<file path="config.mk">
export PLATFORM = sky130hd
export DESIGN_NAME = punc_datapath
export DESIGN_NICKNAME = d
export VERILOG_FILES = /design/src/rtl/punc_datapath_pkg.sv /design/src/rtl/punc_regfile.sv /design/src/rtl/punc_datapath.sv
export SDC_FILE = /design/constraint.sdc
export NUM_CORES = 1
export LEC_CHECK = 0
export CORE_ASPECT_RATIO = 0.7
export CORE_MARGIN = 5
export CORE_UTILIZATION = 40
export CTS_CLUSTER_DIAMETER = 60
export DETAILED_ROUTE_END_ITERATION = 6
export PLACE_DENSITY = 0.61
export SLEW_MARGIN = 0
export SYNTH_ARGS = -nofsm -noshare
export SYNTH_HDL_FRONTEND = slang
export SYNTH_SLANG_ARGS = --single-unit
</file>
<file path="constraint.sdc">
create_clock -name clk -period 5.6 [get_ports clk]
set_input_delay 1.12 -clock clk [delete_from_list [all_inputs] [get_ports clk]]
set_output_delay 1.12 -clock clk [all_outputs]
set_load 0.01 [all_outputs]
</file>
<file path="src/rtl/punc_datapath_pkg.sv">
// Shared encodings and instruction-field helpers for the PUnC LC3 datapath
// and its control unit.
package punc_datapath_pkg;

    typedef enum logic [1:0] {
        ALU_THRU = 2'd0,
        ALU_ADD  = 2'd1,
        ALU_AND  = 2'd2,
        ALU_NOT  = 2'd3
    } alu_op_e;

    localparam logic [1:0] OP1_PC   = 2'd0;
    localparam logic [1:0] OP1_RF_0 = 2'd1;
    localparam logic [1:0] OP1_RF_1 = 2'd2;

    localparam logic [2:0] OP2_OFF9  = 3'd0;
    localparam logic [2:0] OP2_OFF11 = 3'd1;
    localparam logic [2:0] OP2_OFF6  = 3'd2;
    localparam logic [2:0] OP2_IMM5  = 3'd3;
    localparam logic [2:0] OP2_SR2   = 3'd4;

    localparam logic RF_S_ALU  = 1'b0;
    localparam logic RF_S_MEM  = 1'b1;
    localparam logic MEM_S_ALU = 1'b0;
    localparam logic MEM_S_IND = 1'b1;

    // LC3 opcodes held in ir[15:12]
    localparam logic [3:0] OPC_BR   = 4'b0000;
    localparam logic [3:0] OPC_ADD  = 4'b0001;
    localparam logic [3:0] OPC_LD   = 4'b0010;
    localparam logic [3:0] OPC_ST   = 4'b0011;
    localparam logic [3:0] OPC_JSR  = 4'b0100;
    localparam logic [3:0] OPC_AND  = 4'b0101;
    localparam logic [3:0] OPC_LDR  = 4'b0110;
    localparam logic [3:0] OPC_STR  = 4'b0111;
    localparam logic [3:0] OPC_RTI  = 4'b1000;
    localparam logic [3:0] OPC_NOT  = 4'b1001;
    localparam logic [3:0] OPC_LDI  = 4'b1010;
    localparam logic [3:0] OPC_STI  = 4'b1011;
    localparam logic [3:0] OPC_JMP  = 4'b1100;
    localparam logic [3:0] OPC_LEA  = 4'b1110;
    localparam logic [3:0] OPC_TRAP = 4'b1111;

    function automatic logic [15:0] sext5(input logic [15:0] v);
        return {{11{v[4]}}, v[4:0]};
    endfunction

    function automatic logic [15:0] sext6(input logic [15:0] v);
        return {{10{v[5]}}, v[5:0]};
    endfunction

    function automatic logic [15:0] sext9(input logic [15:0] v);
        return {{7{v[8]}}, v[8:0]};
    endfunction

    function automatic logic [15:0] sext11(input logic [15:0] v);
        return {{5{v[10]}}, v[10:0]};
    endfunction

endpackage

</file>
<file path="src/rtl/punc_regfile.sv">
// 8x16 register file: two asynchronous read ports, one synchronous write
// port and a debug read port; cleared synchronously on rst.
module punc_regfile
    import punc_datapath_pkg::*;
(
    input  logic        clk,
    input  logic        rst,
    input  logic [2:0]  raddr0,
    output logic [15:0] rdata0,
    input  logic [2:0]  raddr1,
    output logic [15:0] rdata1,
    input  logic        we,
    input  logic [2:0]  waddr,
    input  logic [15:0] wdata,
    input  logic [2:0]  dbg_addr,
    output logic [15:0] dbg_data
);

    logic [15:0] regs [8];

    // Reads see the pre-edge contents, so a same-cycle write is not forwarded.
    assign rdata0   = regs[raddr0];
    assign rdata1   = regs[raddr1];
    assign dbg_data = regs[dbg_addr];

    always_ff @(posedge clk) begin
        if (rst) begin
            for (int i = 0; i < 8; i++) begin
                regs[i] <= '0;
            end
        end else if (we) begin
            regs[waddr] <= wdata;
        end
    end

endmodule

</file>
<file path="src/rtl/punc_datapath.sv">
// PUnC LC3 datapath: PC, IR, register file, NZP flags and the indirect
// address register, steered cycle by cycle by the control unit's strobes.
module punc_datapath
    import punc_datapath_pkg::*;
#(
    parameter logic [15:0] PC_RESET = 16'h0000
) (
    input  logic        clk,
    input  logic        rst,
    input  logic        write_mem,
    input  logic        jsr_s,
    input  logic [1:0]  alu_s,
    input  logic        write_ir,
    input  logic        write_status,
    input  logic        write_rf,
    input  logic        ld_ldi,
    input  logic        mem_s,
    input  logic        pc_ld,
    input  logic        inc_pc,
    input  logic [1:0]  op1_s,
    input  logic [2:0]  op2_s,
    input  logic        rf_s,
    input  logic        rf_raddr0_s,
    input  logic        rf_raddr1_s,
    output logic [15:0] ir,
    output logic        n,
    output logic        z,
    output logic        p,
    output logic [15:0] mem_addr,
    output logic [15:0] mem_wdata,
    output logic        mem_we,
    input  logic [15:0] mem_rdata,
    output logic [15:0] pc,
    input  logic [2:0]  dbg_rf_addr,
    output logic [15:0] dbg_rf_data
);

    logic [2:0]  raddr0, raddr1, waddr;
    logic [15:0] rdata0, rdata1;
    logic [15:0] op_a, op_b, alu_y, rf_wdata;
    logic [15:0] ind_q;
    logic        unused_ld_ldi;

    assign unused_ld_ldi = ld_ldi;

    assign raddr0   = rf_raddr0_s ? ir[11:9] : ir[8:6];
    assign raddr1   = rf_raddr1_s ? ir[8:6]  : ir[2:0];
    assign waddr    = jsr_s ? 3'd7 : ir[11:9];
    assign rf_wdata = (rf_s == RF_S_MEM) ? mem_rdata : alu_y;

    punc_regfile u_regfile (
        .clk      (clk),
        .rst      (rst),
        .raddr0   (raddr0),
        .rdata0   (rdata0),
        .raddr1   (raddr1),
        .rdata1   (rdata1),
        .we       (write_rf),
        .waddr    (waddr),
        .wdata    (rf_wdata),
        .dbg_addr (dbg_rf_addr),
        .dbg_data (dbg_rf_data)
    );

    always_comb begin
        op_a = pc;
        case (op1_s)
            OP1_RF_0: op_a = rdata0;
            OP1_RF_1: op_a = rdata1;
            default:  op_a = pc;
        endcase
    end

    // Unused op2 codes fall back to OFF9, the PC-relative default.
    always_comb begin
        op_b = sext9(ir);
        case (op2_s)
            OP2_OFF11: op_b = sext11(ir);
            OP2_OFF6:  op_b = sext6(ir);
            OP2_IMM5:  op_b = sext5(ir);
            OP2_SR2:   op_b = rdata1;
            default:   op_b = sext9(ir);
        endcase
    end

    always_comb begin
        alu_y = op_a;
        case (alu_op_e'(alu_s))
            ALU_THRU: alu_y = op_a;
            ALU_ADD:  alu_y = op_a + op_b;
            ALU_AND:  alu_y = op_a & op_b;
            ALU_NOT:  alu_y = ~op_a;
            default:  alu_y = op_a;
        endcase
    end

    assign mem_addr  = (mem_s == MEM_S_IND) ? ind_q : alu_y;
    assign mem_wdata = rdata0;
    assign mem_we    = write_mem;

    // ind_q samples memory every cycle so LDI/STI can chase the pointer next cycle.
    always_ff @(posedge clk) begin
        if (rst) begin
            pc    <= PC_RESET;
            ir    <= '0;
            n     <= 1'b0;
            z     <= 1'b1;
            p     <= 1'b0;
            ind_q <= '0;
        end else begin
            if (pc_ld) begin
                pc <= alu_y;
            end else if (inc_pc) begin
                pc <= pc + 16'd1;
            end
            if (write_ir) begin
                ir <= mem_rdata;
            end
            if (write_status) begin
                n <= rf_wdata[15];
                z <= (rf_wdata == 16'h0000);
                p <= !rf_wdata[15] && (rf_wdata != 16'h0000);
            end
            ind_q <= mem_rdata;
        end
    end

endmodule

</file>
**Word level (Yosys, flattened, before mapping)**

Memory sizes are Yosys's and may differ from the RTL's.
Index checks and enable logic that the tools add are counted.

- Register bits: 51
- RAM bits: 128
- Input port bits: 40
- Output and inout bits: 84
- Word-level logic and storage cells: 45
- Memories: 1

- Add/sub/neg operators: 2
- Equal/unequal tests: 9
- Muxes and demuxes: 18
- Bitwise gates (word level): 2
- Reductions and logical operators: 7

Memory list:

| memory | words | bits a word | rd ports | clocked after memory_dff | wr ports | line | RTL |
|---|---|---|---|---|---|---|---|
| u_regfile.regs | 8 | 16 | 3 | 0 | 8 | punc_regfile.sv:19 | `logic [15:0] regs [8];` |

Operator list:

| kind | count |
|---|---|
| $pmux 16 s4 | 2 |
| $mux 16 | 5 |
| $pmux 16 s2 | 1 |
| $add 16x1->16 const B | 1 |
| $add 16x16->16 | 1 |
| $and 16x16->16 | 1 |
| $logic_not 16->1 | 1 |
| $not 16->16 | 1 |
| $reduce_bool 16->1 | 1 |
| $reduce_or 16->1 | 1 |
| $mux 3 | 4 |
| $eq 2x2->1 const B | 3 |
| $eq 3x2->1 const B | 2 |
| $mux 1 | 6 |
| $eq 2x1->1 const B | 2 |
| $eq 3x1->1 const B | 1 |
| $eq 3x3->1 const B | 1 |
| $logic_not 2->1 | 1 |
| $reduce_bool 2->1 | 1 |
| $logic_and 1x1->1 | 1 |
| $logic_not 1->1 | 1 |

**Logic depth before layout (Yosys ltp)**

Gate-level depths: netlist of run 1.
An unclocked memory read counts as a cell.

- Depth after elaboration: 8
- Gate-level depth with buffers: 23
- Depth with buffers taken out: 20

**Hierarchy**

From an unflattened synthesis of run 1, not the netlist that was laid out.

- Cells, all modules: 1,086
- Area total of the unflattened synthesis: 12,462.0 um^2

Modules (own cells, without submodules):

| module | times used | cells an instance | area an instance (um^2) | seq. area each (um^2) |
|---|---|---|---|---|
| punc_regfile | 1 | 487 | 8,018.9 | 3,843.7 |
| punc_datapath | 1 | 599 | 4,443.0 | 1,021.0 |

**Least setup slack after synthesis of run 1**

Ideal clock, no wire load.

- Path type: input to output
- From: input port rf_raddr1_s
- To: output port mem_addr[15]
- Arrival time: 4,844 ps
- Required time: 4,480 ps
- Setup slack: -364 ps
- Stages: 18
- Buffers on the path: 2
- Cell sequence: buf_6 > mux2i_1 > buf_4 > mux4_2 > mux2i_1 > nor2_1 > a21oi_1 > a21boi_0 > ha_1 > a21o_1 > a21o_1 > a21o_1 > or3_1 > a41oi_1 > xor2_1 > o211ai_1 > o21ai_0 > o21ai_0

- Longest elaborated chain between the ends: 6
- Elaborated cells on any way between the ends: 9
- Classes of those cells: add/sub: 1; mux: 5; bitwise: 2; memory: 1

RTL lines:

| element | line | RTL |
|---|---|---|
| start: declaration | punc_datapath.sv:24 | `input logic rf_raddr1_s,` |
| $mux 3 * | punc_datapath.sv:47 | `assign raddr1 = rf_raddr1_s ? ir[8:6] : ir[2:0];` |
| $mem_v2 8x16 * | - |  |
| $pmux 16 s4 or $pmux 16 s2 (tied branches) | punc_datapath.sv:77, punc_datapath.sv:67 |  |
| $add 16x16->16 (tied with other cells) | punc_datapath.sv:90 | `ALU_ADD: alu_y = op_a + op_b;` |
| $pmux 16 s4 * | punc_datapath.sv:88 | `case (alu_op_e'(alu_s))` |
| $mux 16 * | punc_datapath.sv:97 | `assign mem_addr = (mem_s == MEM_S_IND) ? ind_q : alu_y;` |
| end: declaration | punc_datapath.sv:29 | `output logic [15:0] mem_addr,` |

Mark *: on every way between the ends. The rest lies on a longest branch, timed or not.

**Worst setup path in the final report of run 1**

- From: input port rf_raddr0_s
- To: output port mem_addr[15]

- Longest elaborated chain between the ends: 6
- Elaborated cells on any way between the ends: 8
- Classes of those cells: add/sub: 1; mux: 4; bitwise: 2; memory: 1

RTL lines:

| element | line | RTL |
|---|---|---|
| start: declaration | punc_datapath.sv:23 | `input logic rf_raddr0_s,` |
| $mux 3 * | punc_datapath.sv:46 | `assign raddr0 = rf_raddr0_s ? ir[11:9] : ir[8:6];` |
| $mem_v2 8x16 * | - |  |
| $pmux 16 s2 * | punc_datapath.sv:67 | `case (op1_s)` |
| $add 16x16->16 (tied with other cells) | punc_datapath.sv:90 |  |
| $pmux 16 s4 * | punc_datapath.sv:88 |  |
| $mux 16 * | punc_datapath.sv:97 |  |

Marks and branches as above.

==> flow_summary.ini, run 1 <==
[synthesis]
yosys_warnings = 0
synth-async-reset-ratio_pct = 0
ys_seq_area_share_pct = 36.9
synth-edff-count = 128
ys_seq_elements = 179
synth_top_area_cell = edfxtp_1
yosysUniqueCellTypes = 86
synth_common_cells = nor2_1 (242), nand2_1 (166), edfxtp_1 (128), mux2i_1 (84), o21ai_0 (65)
synth.net_count = 1496
synth_most_common_cell = nor2_1
synth_top_area_share_pct = 29.2
synthFlopType = edfxtp_1
synth_area_um2 = 13200
yosys-top-cells-area = edfxtp_1 (29%), dfxtp_1 (7.7%), nor2_1 (6.9%)
synth_area_per_cell_um2 = 9.18
syn-instance-count = 1436

[floorplan]
die_w_um = 227
core-area_um2 = 32400
rows = 55
boundaryPins = 124
die_h_um = 162
dieArea_um2 = 36700
initial_core_util_pct = 40.7

[sta]
rsz0062_at_grt = yes
fin_tns_setup_ps = -3200
period_share_pct = 107
hold_viol_final = 0
slew_headroom_pct = 18.8
max_freq_mhz = 167
finClkSkew_ps = 13.6
tightest_slew_ps = 1210
whs_ps = 496
drv_slew = 0
fin_ws_ps = -398
fin_crit_ps = 6000
setup_viol = 13

[cts]
h-tree-depth = 4
clk_path_buf_depth = 2
cts.sinks = 179
cts_made_buffers = 17
cts_tree = done
clockRootBuffer = clkbuf_16
cts_hold_buf = 0
cts.clk_slew.worst_paths_ps = 70
clkLatencyLatePin_ps = 460

[power_and_ir_drop]
p_total_mw = 4.55
ir_drop_mv = 0.173
power_density_nw_per_um2 = 247
cellLeakagePower_nw = 7.44

[placement]
gp_congestion = 1.06
dpl_worst_slack_ps = -1370
dp_cells = 2169
postPlaceCellArea_um2 = 16700
dpl.hpwl_um = 43500
io_buffer_count = 120

[critical_path]
critPathMaxFanout = 6
reg2regPathDepth = 32
rr_endpoint = pc[14]
end_kind = output pin
required_ps = 4480
worst_ep_arrival_time_ps = 4880
r2r_slack_ps = -100
regToRegStartpoint = ir[6]
worst-setup-path-type = in2out
start_kind = primary input

[final_layout]
diodes = 0
finalNonFillerCells = 2263
fin_area_um2 = 18400
area_delta_synth_final_pct = 39.8
drive_above_1_share_pct = 32.3
finalNetCount = 1883
post-route-util_pct = 56.9

[drt]
drtIter0Drc = 1880
drc = 0
dr_total_vias = 13974
via_per_inst = 6.17
antenna_left = 0
finalWirelength_um = 59300
wl_per_cell_um = 26.2
dr.pass1.iters = 5

[global_routing]
use_met1_pct = 48.0
grt_max_degree = 44
busiest_layer = met1
antenna_found_initial = 0
track_usage_pct = 31.5
grt_pass1_vias = 13327
overflow = 0
grtUsageMet3_pct = 8.49
grt_use_met2_pct = 43.4
grt_pass1_wl_um = 86300

[run_status]
violations = negative setup slack
outcome = finished, violations left

[hold_path]
hold_path_class = reg2reg
min_from = n
min_to = n
hold_depth = 1

[run]
maxCapViolCount = 0
-- layout by cell type (no fill, tap or decap), types with 21 or more instances in the layout --
cell and instances:
a21oi_1 40, buf_4 324, clkdlybuf4s50_1 99, dfxtp_1 51
edfxtp_1 128, inv_1 34, mux2_2 27, mux2i_1 80
mux4_2 39, nand2_1 161, nand2b_1 21, nand3_1 54
nor2_1 238, nor2b_1 28, o211ai_1 29, o21ai_0 50
-- critical path, stage by stage --
cell	delay [ps]
buf_12	110
buf_12	130
mux2_4	370
buf_6	150
nor2_2	90
nand2_1	60
a311o_1	380
a21oi_2	190
a21boi_2	80
ha_1	320
a21o_1	170
a21o_1	230
a21o_1	220
or3_4	410
a41oi_2	160
xor2_1	220
o211ai_1	110
o21ai_1	130
o21ai_1	90
buf_2	150
-- logic make-up after synthesis --
group | share of synthesized area, %
buffers and inverters | 5.70
flip-flops | 36.9
XOR/XNOR | 1.66
multiplexers | 16.7
AO/OA/AOI/OAI | 17.5
AND/OR/NAND/NOR | 19.5
adder cells (fa/ha/maj) | 1.96
-- sequential cells by signal, indices dropped and copies added (netlist names) --
register	flops
ind_q	16
ir	16
n	1
p	1
pc	16
u_regfile.regs	128
z	1
-- power by group --
| part | leakage (nW) | internal (mW) | switching, mW |
|---|---|---|---|
| Sequential | 1.75 | 1.49 | 0.0713 |
| Clock | 0.306 | 0.720 | 0.602 |
| Combinational | 5.38 | 0.807 | 0.864 |
-- area by class of cell --
type	count	area [um2]
fillers	2903	14000
inverters	37	139
multi-input cells	1110	8140
clock inverters	14	190
repair buffers	478	4130
clock buffers	18	429
flip-flops and latches	179	4860
well taps	427	534
-- layer usage --
metal,up-vias,wire length [um]
met5,-,0
met4,0,1890
met1,6845,26200
met3,146,7190
li1,6057,-
met2,926,23900
-- worst max path at each step --
stage / from / end / slack, ps / cells after the start
floorplan: rf_raddr1_s / mem_addr[15] / -40 / 18
global placement: rf_raddr1_s / mem_addr[15] / -1240 / 21
detailed placement: rf_raddr1_s / mem_addr[15] / -1370 / 21
CTS: rf_raddr1_s / mem_addr[15] / -400 / 19
global route: rf_raddr0_s / pc[14] / -490 / 34
finish: rf_raddr0_s / mem_addr[15] / -400 / 20
-- what timing repair did --
action | in CTS | in global routing
endpoints found under the setup margin | 18 | 17
pin swaps | 53 | 55
buffers inserted | 41 | 21
gates resized for setup | 146 | 66
gates cloned | 2 | 1
Note: power is estimated with default switching activity, not from simulation.
==> run 2, diff against run 1 <==
Settings changed: RECOVER_POWER set to 50.
==> flow_summary.ini, run 2 (same netlist as run 1, synthesis figures left out) <==
[run_status]
outcome = finished, violations left
violations = max-capacitance violations, max-slew violations, negative setup slack

[final_layout]
diodes = 0
regMostFlops = u_regfile.regs
fin_area_um2 = 18400
area_delta_synth_final_pct = 39.3
finalNonFillerCells = 2263
mostFrequentLayoutCell = buf_4
drive_above_1_share_pct = 31.3
finalNetCount = 1883
layout_common_cells = buf_4 (305), nor2_1 (238), nand2_1 (161)
post-route-util_pct = 56.6
largest_reg_flops = 128

[cts]
cts_tree = done
cts.sinks = 179
clk_path_buf_depth = 2
h-tree-depth = 4
clkLatencyLatePin_ps = 460
clockRootBuffer = clkbuf_16
cts.clk_slew.worst_paths_ps = 70
cts_hold_buf = 0
cts_made_buffers = 17

[placement]
io_buffer_count = 120
dpl.hpwl_um = 43500
postPlaceCellArea_um2 = 16700
dpl_worst_slack_ps = -1370
dp_cells = 2169
gp_congestion = 1.06

[global_routing]
overflow = 0
track_usage_pct = 31.5
antenna_found_initial = 0
grt_pass1_vias = 13327
grt_pass1_wl_um = 86300
grt_max_degree = 44

[sta]
hold_viol_final = 0
setup_viol = 13
fin_ws_ps = -404
tightest_slew_ps = 2090
drv_slew = 115
finClkSkew_ps = 14.8
rsz0062_at_grt = yes
fin_crit_ps = 6000
slew_headroom_pct = -39.2
max_freq_mhz = 167
period_share_pct = 107
whs_ps = 486

[hold_path]
hold_path_class = reg2reg
min_from = z
hold_depth = 2
min_to = z

[run]
maxCapViolCount = 5

[critical_path]
cp_slowest_cell = or3_4
critPathMaxFanout = 6
path_common_cell = a21o_1
regToRegStartpoint = ir[11]
worst_ep_arrival_time_ps = 4880
start_kind = primary input
worst-setup-path-type = in2out
rr_endpoint = pc[14]
end_kind = output pin
required_ps = 4480
r2r_slack_ps = -170
worstPathCellList = buf_12 -> buf_12 -> mux2_4 -> buf_6 -> nor2_2 -> nand2_1 -> a311o_1 -> a21oi_2 -> a21boi_2 -> ha_1 -> a21o_1 -> a21o_1 -> a21o_1 -> or3_4 -> a41oi_2 -> xor2_1 -> o211ai_1 -> o21ai_1 -> o21ai_1 -> buf_2
reg2regPathDepth = 34
cpPeakStageDelay_ps = 410

[floorplan]
boundaryPins = 124
core-area_um2 = 32400
rows = 55
die_h_um = 162
dieArea_um2 = 36700
die_w_um = 227
initial_core_util_pct = 40.7

[drt]
drtIter0Drc = 1932
finalWirelength_um = 59200
via_per_inst = 6.19
drc = 0
dr.pass1.iters = 6
antenna_left = 0
dr_total_vias = 14010
wl_per_cell_um = 26.2

[power_and_ir_drop]
cellLeakagePower_nw = 7.44
ir_drop_mv = 0.173
power_density_nw_per_um2 = 247
-- run 2: worst max-delay path by stage --
| stage | from | endpoint | cells past startpoint |
|---|---|---|---|
| floorplan | rf_raddr1_s | mem_addr[15] | 18 |
| global placement | rf_raddr1_s | mem_addr[15] | 21 |
| detailed placement | rf_raddr1_s | mem_addr[15] | 21 |
| CTS | rf_raddr1_s | mem_addr[15] | 19 |
| global route | rf_raddr0_s | pc[14] | 34 |
| finish | rf_raddr0_s | mem_addr[15] | 20 |
-- run 2: routing by layer --
layer  global-route usage, %  part of all wire [%]
met1                    48.0                    44
met2                    43.4                    41
met3                    8.49                    13
met4                    9.24                   2.8
met5                       0                     0
-- run 2: report_power, final --
group          switching, mW  internal [mW]  leakage (nW)  total [mW]
combinational          0.864          0.797          5.39        1.66
sequential            0.0700           1.49          1.75        1.56
clock                  0.602          0.720         0.306        1.32
-- run 2: metrics by stage --
stage          power (mW)  TNS, ps
3_3_place_gp         3.01   -21870
2_1_floorplan        2.28    -53.8
4_1_cts              4.44    -3200
5_1_grt              4.70    -5210
3_5_place_dp         3.02   -28560
6_report             4.54    -3140
-- run 2: what timing repair did --
action                     in CTS  in global routing
setup buffers                  41                 21
gates cloned                    2                  1
setup endpoints to repair      18                 17
gates resized for setup       146                 66
pin swaps                      53                 55
-- run 2: layout make-up --
cell class | count | area, um2
well taps | 427 | 534
inverters | 37 | 139
clock inverters | 14 | 190
multi-input cells | 1110 | 8140
clock buffers | 18 | 429
repair buffers | 478 | 4060
flip-flops and latches | 179 | 4860
fillers | 2922 | 14100
-- run 2: critical path, delay by kind of cell --
kind | cells | cell delay [ps]
AO/OA/AOI/OAI | 10 | 1750
AND/OR/NAND/NOR | 3 | 560
buffers and inverters | 4 | 540
multiplexers | 1 | 370
adder cells (fa/ha/maj) | 1 | 320
XOR/XNOR | 1 | 220
